File: src/rtl/router_pkg.sv
// Shared types for the router output-port receiver.
package router_pkg;

  typedef enum logic {RX_IDLE, RX_RECV} rx_state_e;

  localparam int PORT_NUM   = 16;
  localparam int RX_DATA_W  = 8;

  // Default-width FIFO entry; the receiver builds its own at its DATA_W.
  typedef struct packed {
    logic [RX_DATA_W-1:0] data;
    logic                 last;
  } rx_word_t;

endpackage

File: src/rtl/router_out_fifo.sv
// Synchronous FIFO with a registered count; head entry reads as zero when empty.
module router_out_fifo #(
  parameter type T     = logic [7:0],
  parameter int  DEPTH = 4
) (
  input  logic clock,
  input  logic reset_n,
  input  logic i_push,
  input  T     i_wdata,
  input  logic i_pop,
  output T     o_rdata,
  output logic o_valid,
  output logic o_drop
);

  localparam int              AW       = $clog2(DEPTH);
  localparam logic [AW:0]     FULL_CNT = (AW+1)'(DEPTH);

  logic [AW-1:0] r_wr, r_rd;
  logic [AW:0]   r_cnt;
  T              r_mem [DEPTH];

  logic w_pop, w_full, w_push;

  assign w_pop   = i_pop && (r_cnt != '0);
  assign w_full  = (r_cnt == FULL_CNT);
  // A pop frees the slot in the same cycle, so a full FIFO still accepts.
  assign w_push  = i_push && (!w_full || w_pop);
  assign o_drop  = i_push && w_full && !w_pop;
  assign o_valid = (r_cnt != '0);
  assign o_rdata = o_valid ? r_mem[r_rd] : '0;

  always_ff @(posedge clock or negedge reset_n) begin
    if (!reset_n) begin
      r_wr  <= '0;
      r_rd  <= '0;
      r_cnt <= '0;
    end else begin
      if (w_push) r_wr <= r_wr + 1'b1;
      if (w_pop)  r_rd <= r_rd + 1'b1;
      r_cnt <= r_cnt + (AW+1)'(w_push) - (AW+1)'(w_pop);
    end
  end

  always_ff @(posedge clock) begin
    if (w_push) r_mem[r_wr] <= i_wdata;
  end

endmodule

File: src/rtl/router_out_deserializer.sv
// Rebuilds LSB-first serial router output into words behind a ready/valid FIFO.
// Optional ROUTER_DESER_PKTCNT_EN adds popped packet/word counters.
module router_out_deserializer
  import router_pkg::*;
#(
  parameter int DATA_W     = 8,
  parameter int FIFO_DEPTH = 4
) (
  input  logic              clock,
  input  logic              reset_n,
  input  logic              dout,
  input  logic              valido_n,
  input  logic              frameo_n,
  output logic [DATA_W-1:0] pkt_data,
  output logic              pkt_last,
  output logic              pkt_valid,
  input  logic              pkt_ready,
  output logic              rx_busy,
  output logic              frame_err,
  output logic              ovf_err,
`ifdef ROUTER_DESER_PKTCNT_EN
  output logic [15:0]       pkt_cnt,
  output logic [15:0]       word_cnt,
`endif
  input  logic              clr_err
);

  localparam int              CW       = $clog2(DATA_W);
  localparam logic [CW-1:0]   LAST_BIT = CW'(DATA_W-1);

  typedef struct packed {
    logic [DATA_W-1:0] data;
    logic              last;
  } word_t;

  rx_state_e         r_state, w_state_nxt;
  logic [CW-1:0]     r_cnt, w_cnt_nxt;
  logic [DATA_W-1:0] r_shreg, w_shreg_nxt;
  logic              r_frame_err, r_ovf_err;

  logic  w_take, w_done, w_ferr_set, w_drop, w_pop;
  word_t w_wdata, w_rdata;

  always_ff @(posedge clock or negedge reset_n) begin
    if (!reset_n) r_state <= RX_IDLE;
    else          r_state <= w_state_nxt;
  end

  always_comb begin
    w_state_nxt = r_state;
    w_take      = 1'b0;
    w_ferr_set  = 1'b0;
    case (r_state)
      RX_IDLE: begin
        // The frame-opening cycle may already carry bit 0.
        if (!frameo_n) begin
          w_state_nxt = RX_RECV;
          w_take      = !valido_n;
        end
      end
      RX_RECV: begin
        w_take = !valido_n;
        if (frameo_n) begin
          w_state_nxt = RX_IDLE;
          w_ferr_set  = valido_n ? (r_cnt != '0) : (r_cnt != LAST_BIT);
        end
      end
      default: w_state_nxt = RX_IDLE;
    endcase
  end

  assign w_done = w_take && (r_cnt == LAST_BIT);

  always_comb begin
    w_shreg_nxt = r_shreg;
    w_cnt_nxt   = r_cnt;
    if (w_take) begin
      w_shreg_nxt[r_cnt] = dout;
      w_cnt_nxt          = w_done ? '0 : r_cnt + 1'b1;
    end
    // Leaving a frame always discards any partial word.
    if (w_state_nxt == RX_IDLE) w_cnt_nxt = '0;
  end

  always_ff @(posedge clock or negedge reset_n) begin
    if (!reset_n) begin
      r_cnt   <= '0;
      r_shreg <= '0;
    end else begin
      r_cnt   <= w_cnt_nxt;
      r_shreg <= w_shreg_nxt;
    end
  end

  assign w_wdata.data = {dout, r_shreg[DATA_W-2:0]};
  assign w_wdata.last = frameo_n;
  assign w_pop        = pkt_valid && pkt_ready;

  router_out_fifo #(.T(word_t), .DEPTH(FIFO_DEPTH)) u_fifo (
    .clock   (clock),
    .reset_n (reset_n),
    .i_push  (w_done),
    .i_wdata (w_wdata),
    .i_pop   (w_pop),
    .o_rdata (w_rdata),
    .o_valid (pkt_valid),
    .o_drop  (w_drop)
  );

  assign pkt_data = w_rdata.data;
  assign pkt_last = w_rdata.last;
  assign rx_busy  = (r_state == RX_RECV);

  // Set beats clear when both happen in one cycle.
  always_ff @(posedge clock or negedge reset_n) begin
    if (!reset_n) begin
      r_frame_err <= 1'b0;
      r_ovf_err   <= 1'b0;
    end else begin
      r_frame_err <= w_ferr_set | (r_frame_err & ~clr_err);
      r_ovf_err   <= w_drop     | (r_ovf_err   & ~clr_err);
    end
  end

  assign frame_err = r_frame_err;
  assign ovf_err   = r_ovf_err;

`ifdef ROUTER_DESER_PKTCNT_EN
  logic [15:0] r_pkt_cnt, r_word_cnt;

  always_ff @(posedge clock or negedge reset_n) begin
    if (!reset_n) begin
      r_pkt_cnt  <= '0;
      r_word_cnt <= '0;
    end else if (clr_err) begin
      r_pkt_cnt  <= '0;
      r_word_cnt <= '0;
    end else if (w_pop) begin
      r_word_cnt <= r_word_cnt + 16'd1;
      if (pkt_last) r_pkt_cnt <= r_pkt_cnt + 16'd1;
    end
  end

  assign pkt_cnt  = r_pkt_cnt;
  assign word_cnt = r_word_cnt;
`endif

endmodule

File: config.mk
export PLATFORM = sky130hd
export DESIGN_NAME = router_out_deserializer
export DESIGN_NICKNAME = d
export VERILOG_FILES = /design/src/rtl/router_pkg.sv /design/src/rtl/router_out_fifo.sv /design/src/rtl/router_out_deserializer.sv
export SDC_FILE = /design/constraint.sdc
export NUM_CORES = 1
export LEC_CHECK = 0
export BUFFER_PORTS_ARGS = -buffer_cell sky130_fd_sc_hd__buf_4
export CORE_MARGIN = 4
export CORE_UTILIZATION = 50
export DETAILED_ROUTE_END_ITERATION = 10
export GPL_TIMING_DRIVEN = 0
export PLACE_DENSITY = 0.77
export SYNTH_ARGS = -nofsm -noshare
export SYNTH_HDL_FRONTEND = slang
export SYNTH_HIERARCHICAL = 1
export SYNTH_SLANG_ARGS = --single-unit
File: constraint.sdc
create_clock -name clock -period 3.9 [get_ports clock]
set_clock_uncertainty 0.1 [all_clocks]
set_input_delay 0.195 -clock clock [delete_from_list [all_inputs] [get_ports clock]]
set_output_delay 0.195 -clock clock [all_outputs]
set_load 0.05 [all_outputs]
==> impl_metrics.py, run 1 <==
metrics = {
    "outcome": {
        "result_of_the_run": "finished, final reports clean",
    },
    "grt": {
        "grt_usage_pct": 14.55,
        "global_route_wire_length_before_repair_mm": 6.637,
        "maximum_number_of_pins_on_one_net_before_global_route_repair": 21,
        "antenna_found_initial": 0,
        "overall_overflow_remaining_after_global_route": 0,
        "first_global_vias": 1299,
    },
    "die": {
        "initial_utilization_pct": 51.76,
        "die_outline_height_um": 77.93,
        "die_x_um": 77.93,
        "floorplan.core_area_mm2": 0.004723,
        "placement_rows": 25,
        "num_io_pins": 20,
        "die-area_mm2": 0.006072,
    },
    "clock_tree": {
        "postCtsResizedCells": 0,
        "clock_tree_from_tritoncts": "yes",
        "clkLatencyLatePin_ns": 0.31,
        "tritoncts.num_buffers": 5,
        "cts_sinks": 56,
        "clockBufferDepth": 2,
        "clock_tree.root_cell": "sky130_fd_sc_hd__clkbuf_8",
        "cts.hold.buffers_added": 2,
        "htree_levels": 2,
        "cts_setup_buffers": 0,
        "clkSlewWorstSetupHoldPaths_ns": 0.08,
    },
    "power": {
        "intPower_uw": 874.7,
        "power.share.sequential_pct": 61.7,
        "switching_power_uw": 230.0,
        "clock_power_share_pct": 32.7,
        "max-vdd-ir-drop_v": 0.0003371,
        "static-leakage-power_nw": 1.150,
        "p_sw_share_pct": 20.82,
        "power_density_mw_per_mm2": 395.9,
        "combinationalPowerShare_pct": 5.6,
    },
    "setup_path": {
        "crit_path_max_incr_delay_ns": 0.46,
        "critPathArrivalTime_ns": 3.31,
        "cell_by_cell_trace_of_the_critical_path": "or3_1 > buf_2 > and2_1 > nor4b_4 > nor2b_2 > inv_1 > ha_1 > inv_1 > ha_1 > inv_1 > fa_1 > xnor2_1 > xnor2_1",
        "cp-start-kind": "register",
        "critical_path.most_common_cell": "sky130_fd_sc_hd__inv_1",
        "timing.critical_path.slowest_stage_cell": "sky130_fd_sc_hd__dfrtp_1",
        "worst_setup_path_end_kind": "register",
        "peak_fanout_along_the_critical_path": 11,
        "critPathRequiredTime_ns": 4.03,
        "criticalPathCategory": "reg -> reg",
    },
    "route": {
        "wire_per_inst_um": 16.03,
        "drc": 0,
        "vias_per_cell": 5.114,
        "finalWirelength_mm": 3.928,
        "dr.pass1.iters": 4,
        "drt.antenna.violating_nets": 0,
        "vias": 1253,
        "initialDrtViolationCount": 73,
    },
    "final_layout": {
        "drive_gt1_share_pct": 26.40,
        "syn2layout_area_growth_pct": 14.13,
        "insertedDiodeCount": 0,
        "final_nets": 194,
        "mostFrequentLayoutCell": "sky130_fd_sc_hd__edfxtp_1",
        "sequential_cell_area_mm2": 0.001582,
        "final_cells": 245,
        "layout.cells.most_common_list": "sky130_fd_sc_hd__edfxtp_1 (36), sky130_fd_sc_hd__dfrtp_1 (20), sky130_fd_sc_hd__buf_4 (19), sky130_fd_sc_hd__and2_1 (15), sky130_fd_sc_hd__inv_1 (10)",
        "multiInputGateArea_um2": 785.8,
        "fill_cells": 365,
    },
    "timing": {
        "finalHoldViolCount": 0,
        "fin_tns_setup_ns": 0,
        "crit_path_time_final_ns": 3.180,
        "layout_worst_path_cycle_share_pct": 81.53,
        "slew_headroom_pct": 63.55,
        "whs_ns": 0.04952,
        "worstMarginPinSlew_ns": 0.5467,
        "slew_viol_final": 0,
        "fmax_ghz": 0.3145,
        "setup_violations": 0,
        "rsz_0062_raised_after_global_routing": "no",
    },
    "min_path": {
        "worstHoldPathType": "in -> reg",
    },
    "place": {
        "routabilityCongestion": 0.8170,
        "placed_cells_incl_taps": 235,
        "dp_hpwl_mm": 2.719,
        "io_buffer_count": 18,
    },
    "synth": {
        "async_reset_ff_share_pct": 35.71,
        "post_synth_main_area_contributors": "sky130_fd_sc_hd__edfxtp_1 (44%), sky130_fd_sc_hd__dfrtp_1 (20%), sky130_fd_sc_hd__mux4_2 (7.4%)",
        "synth_area_leader_cell": "sky130_fd_sc_hd__edfxtp_1",
        "number_of_warnings_reported_in_the_yosys_synthesis_log": 6,
        "synth_nets": 167,
        "synthCells": 150,
        "mapped_area_mm2": 0.002445,
        "ys.flop_type": "sky130_fd_sc_hd__edfxtp_1",
        "seq_area_frac_synth_pct": 64.69,
        "synth_seq_cells": 56,
        "ys_types": 33,
        "yosysTopAreaCellShare_pct": 44.22,
        "synth_edf_count": 36,
        "avgSynthCellArea_um2": 16.30,
    },
    "run": {
        "drv.max_cap_violation_count": 0,
    },
}
## Yosys cell counts, types with 3 or more instances
master	instances
sky130_fd_sc_hd__and2_1	15
sky130_fd_sc_hd__nor2_1	5
sky130_fd_sc_hd__inv_1	10
sky130_fd_sc_hd__mux4_2	8
sky130_fd_sc_hd__nand3_1	7
sky130_fd_sc_hd__mux2_2	5
sky130_fd_sc_hd__edfxtp_1	36
sky130_fd_sc_hd__ha_1	9
sky130_fd_sc_hd__mux2_1	3
sky130_fd_sc_hd__dfrtp_1	20
sky130_fd_sc_hd__xnor2_1	4
## state kept, by name, indices dropped and copies added, names as in the netlist
register and flops:
r_cnt 3, ovf_err 1, u_fifo/r_cnt 3, u_fifo/r_rd 2, u_fifo/r_mem 36, r_shreg 7, rx_busy 1, frame_err 1
u_fifo/r_wr 2
## cells by family after synthesis
group,share of synthesized area [%]
flip-flops,64.69
AND/OR/NAND/NOR,11.10
multiplexers,12.13
buffers and inverters,3.173
adder cells (fa/ha/maj),5.425
AO/OA/AOI/OAI,1.689
XOR/XNOR,1.791
## per-stage QoR
step | util [%] | power [mW] | setup WS [ns] | area (um2)
3_3_place_gp | 56.40 | 0.7486 | 0.8618 | 2664
3_5_place_dp | 56.40 | 0.7565 | 0.7060 | 2664
6_report | 59.07 | 1.105 | 0.7202 | 2790
2_1_floorplan | - | 0.7270 | 0.9067 | 2445
4_1_cts | 59.07 | 1.117 | 0.6784 | 2790
5_1_grt | 59.07 | 1.148 | 0.5078 | 2790
## power groups by stage
| stage | clock network (mW) | registers, mW | logic (mW) |
|---|---|---|---|
| global placement | 0 | 0.690 | 0.0582 |
| detailed placement | 0 | 0.695 | 0.0617 |
| global route | 0.393 | 0.686 | 0.0688 |
| finish | 0.362 | 0.681 | 0.0620 |
| CTS | 0.372 | 0.682 | 0.0636 |
| floorplan | 0 | 0.692 | 0.0352 |
## path summary, 6_finish.rpt
path | from | end | slack, ns | depth (start not counted)
hold / removal | dout | u_fifo/r_mem[3][8]$_DFFE_PP_ | 0.05 | 1
min in group asynchronous | reset_n | r_shreg[4]$_DFFE_PN0P_ | 0.20 | 2
max in group asynchronous | reset_n | u_fifo/r_rd[0]$_DFFE_PN0N_ | 3.29 | 2
setup / recovery | u_fifo/r_cnt[1]$_DFF_PN0_ | u_fifo/r_cnt[2]$_DFF_PN0_ | 0.72 | 13
hold reg to reg | ovf_err$_DFF_PN0_ | ovf_err$_DFF_PN0_ | 0.39 | 1
setup reg to reg | u_fifo/r_cnt[1]$_DFF_PN0_ | u_fifo/r_cnt[2]$_DFF_PN0_ | 0.72 | 13
## final cells by class
class                      instances  area share [%]
sequential                        56           56.68
multi-input combinational         79           28.16
timing repair buffer              20           5.561
tap                               67           3.004
clock buffer                       5           2.466
buffer                             5           1.435
clock inverter                     3           1.345
inverter                          10           1.345
## layer usage
layer  GRT usage, %  up-vias  share of wire, %
met5              0        -                 0
met3          4.176        7               4.1
met4          5.245        0               1.6
met1          18.05      632                42
met2          24.32       20                52
li1               -      594                 -
## critical path, delay by kind of cell, from the launching register on
family	cells	cell delay, ns
XOR/XNOR	2	0.35
buffers and inverters	4	0.38
adder cells (fa/ha/maj)	3	0.73
AND/OR/NAND/NOR	4	1.07
flip-flops	1	0.46
Power figures use the tool's default switching activity.
==> run 2: changes to the inputs <==
==> constraint.sdc (replaced) <==
create_clock -name clock -period 3.05 [get_ports clock]
set_clock_uncertainty 0.1 [all_clocks]
set_input_delay 0.1525 -clock clock [delete_from_list [all_inputs] [get_ports clock]]
set_output_delay 0.1525 -clock clock [all_outputs]
set_load 0.05 [all_outputs]
==> impl_metrics.py, run 2 (synthesis results as in run 1) <==
metrics = {
    "final_layout": {
        "final_nets": 200,
        "insertedDiodeCount": 0,
        "fin_util_pct": 60.69,
        "largest-register": "u_fifo/r_mem",
        "max_ffs_per_register": 36,
        "drive_gt1_share_pct": 30.43,
        "largestRegisters": "u_fifo/r_mem (36), r_shreg (7)",
        "mostFrequentLayoutCell": "sky130_fd_sc_hd__edfxtp_1",
        "syn2layout_area_growth_pct": 17.25,
        "fill_cells": 361,
        "layout.cells.most_common_list": "sky130_fd_sc_hd__edfxtp_1 (36), sky130_fd_sc_hd__buf_4 (24), sky130_fd_sc_hd__dfrtp_1 (19), sky130_fd_sc_hd__and2_1 (14), sky130_fd_sc_hd__inv_1 (10)",
    },
    "route": {
        "wire_per_inst_um": 16.30,
        "initialDrtViolationCount": 89,
        "drt.antenna.violating_nets": 0,
        "drc": 0,
        "vias_per_cell": 5.183,
        "finalWirelength_mm": 4.092,
        "dr.pass1.iters": 4,
        "vias": 1301,
    },
    "die": {
        "placement_rows": 25,
        "die_x_um": 77.93,
        "die-area_mm2": 0.006072,
        "initial_utilization_pct": 51.76,
        "die_outline_height_um": 77.93,
        "num_io_pins": 20,
        "floorplan.core_area_mm2": 0.004723,
    },
    "outcome": {
        "result_of_the_run": "finished, final reports clean",
    },
    "timing": {
        "fin_tns_setup_ns": 0,
        "slew_viol_final": 0,
        "layout_worst_path_cycle_share_pct": 94.40,
        "finalWorstSetupSlack_ns": 0.1708,
        "setup_violations": 0,
        "finalHoldViolCount": 0,
        "rsz_0062_raised_after_global_routing": "no",
        "crit_path_time_final_ns": 2.879,
        "fmax_ghz": 0.3473,
        "slew_headroom_pct": 63.44,
        "worstMarginPinSlew_ns": 0.5484,
    },
    "setup_path": {
        "criticalPathCategory": "reg -> reg",
        "crit_path_start": "u_fifo/r_cnt[2]$_DFF_PN0_",
        "cp-start-kind": "register",
        "peak_fanout_along_the_critical_path": 4,
        "critPathArrivalTime_ns": 2.98,
        "worst_setup_path_end_kind": "register",
        "critPathRequiredTime_ns": 3.15,
        "regToRegStartpoint": "u_fifo/r_cnt[2]$_DFF_PN0_",
    },
    "place": {
        "dp_hpwl_mm": 2.719,
        "routabilityCongestion": 0.8170,
        "io_buffer_count": 18,
        "placement.setup.worst_slack_ns": -0.1440,
    },
    "power": {
        "static-leakage-power_nw": 1.178,
        "p_total_mw": 1.418,
        "max-vdd-ir-drop_v": 0.0004331,
        "power_density_mw_per_mm2": 494.8,
    },
    "grt": {
        "global_route_wire_length_before_repair_mm": 6.768,
        "antenna_found_initial": 0,
        "grt_usage_pct": 14.88,
        "maximum_number_of_pins_on_one_net_before_global_route_repair": 21,
        "first_global_vias": 1367,
        "overall_overflow_remaining_after_global_route": 0,
    },
    "clock_tree": {
        "tritoncts.num_buffers": 5,
        "clkLatencyLatePin_ns": 0.31,
        "clock_tree.root_cell": "sky130_fd_sc_hd__clkbuf_8",
        "clockBufferDepth": 2,
        "clkSlewWorstSetupHoldPaths_ns": 0.09,
        "htree_levels": 2,
        "clock_tree_from_tritoncts": "yes",
        "cts_sinks": 56,
    },
    "min_path": {
        "min_from": "valido_n",
        "worstHoldPathType": "in -> reg",
    },
    "run": {
        "drv.max_cap_violation_count": 0,
    },
}
==> run 2: changes by cell type in the layout (fill, tap and decap cells not counted), sizes merged <==
cell | before | now
buf | 23 | 27
dlygate4sd3 | 2 | 4
==> run 2: final cells by class <==
cell class / count / area (um2) / share of cell area (%)
sequential: 56 / 1583 / 55.22
timing repair buffer: 27 / 212.7 / 7.420
inverter: 10 / 37.54 / 1.309
clock buffer: 5 / 68.82 / 2.401
buffer: 4 / 35.03 / 1.222
multi-input combinational: 79 / 808.3 / 28.20
clock inverter: 3 / 37.54 / 1.309
tap: 67 / 83.83 / 2.924
==> run 2: through the flow <==
step	std cells	hold slack [ns]	instance area [um2]
after global routing	251	0.1118	2867
after floorplan	150	-0.2431	2445
after detailed placement	235	-0.05494	2664
after CTS	250	0.07943	2853
after global placement	235	-0.06016	2664
final	251	0.09403	2867
==> run 2: critical path, cell delays in order (launching register included) <==
cell and delay [ns]:
sky130_fd_sc_hd__dfrtp_1 0.44, sky130_fd_sc_hd__or3_4 0.37, sky130_fd_sc_hd__and2_4 0.19, sky130_fd_sc_hd__nor4b_4 0.36, sky130_fd_sc_hd__nor2b_4 0.08, sky130_fd_sc_hd__inv_1 0.07, sky130_fd_sc_hd__ha_1 0.22, sky130_fd_sc_hd__inv_1 0.05
sky130_fd_sc_hd__ha_1 0.12, sky130_fd_sc_hd__inv_1 0.05, sky130_fd_sc_hd__fa_2 0.42, sky130_fd_sc_hd__xnor2_2 0.16, sky130_fd_sc_hd__xnor2_1 0.13
==> run 2: report_power, final <==
group / total [mW] / switching (mW) / internal, mW
clock: 0.463 / 0.223 / 0.239
sequential: 0.872 / 0.0276 / 0.844
combinational: 0.0839 / 0.0457 / 0.0382
total: 1.42 / 0.297 / 1.12
==> run 2: final timing paths <==
check	endpoint	slack, ns	depth (start not counted)
max	u_fifo/r_cnt[2]$_DFF_PN0_	0.17	12
min	r_cnt[0]$_DFFE_PN0P_	0.09	3
max reg2reg	u_fifo/r_cnt[2]$_DFF_PN0_	0.17	12
min reg2reg	ovf_err$_DFF_PN0_	0.39	1
max in group asynchronous	u_fifo/r_cnt[1]$_DFF_PN0_	2.47	2
min in group asynchronous	r_shreg[4]$_DFFE_PN0P_	0.15	2
==> run 2: timing repair <==
action                                  in CTS  in global routing
endpoints found under the setup margin       1                  1
gates resized for setup                      6                  2
hold buffers                                 4                  0
hold endpoints to repair                    33                  0
setup buffers                                3                  2
pin swaps                                    2                  4
==> run 2: routing by layer <==
layer / up-vias / GRT usage (%) / wire (um) / share of wire (%)
met1: 654 / 17.74 / 1591 / 39
met4: 0 / 5.245 / 63 / 1.5
met3: 6 / 4.176 / 236 / 5.8
met2: 30 / 25.77 / 2200 / 54
met5: - / 0 / 0 / 0
li1: 611 / - / - / -
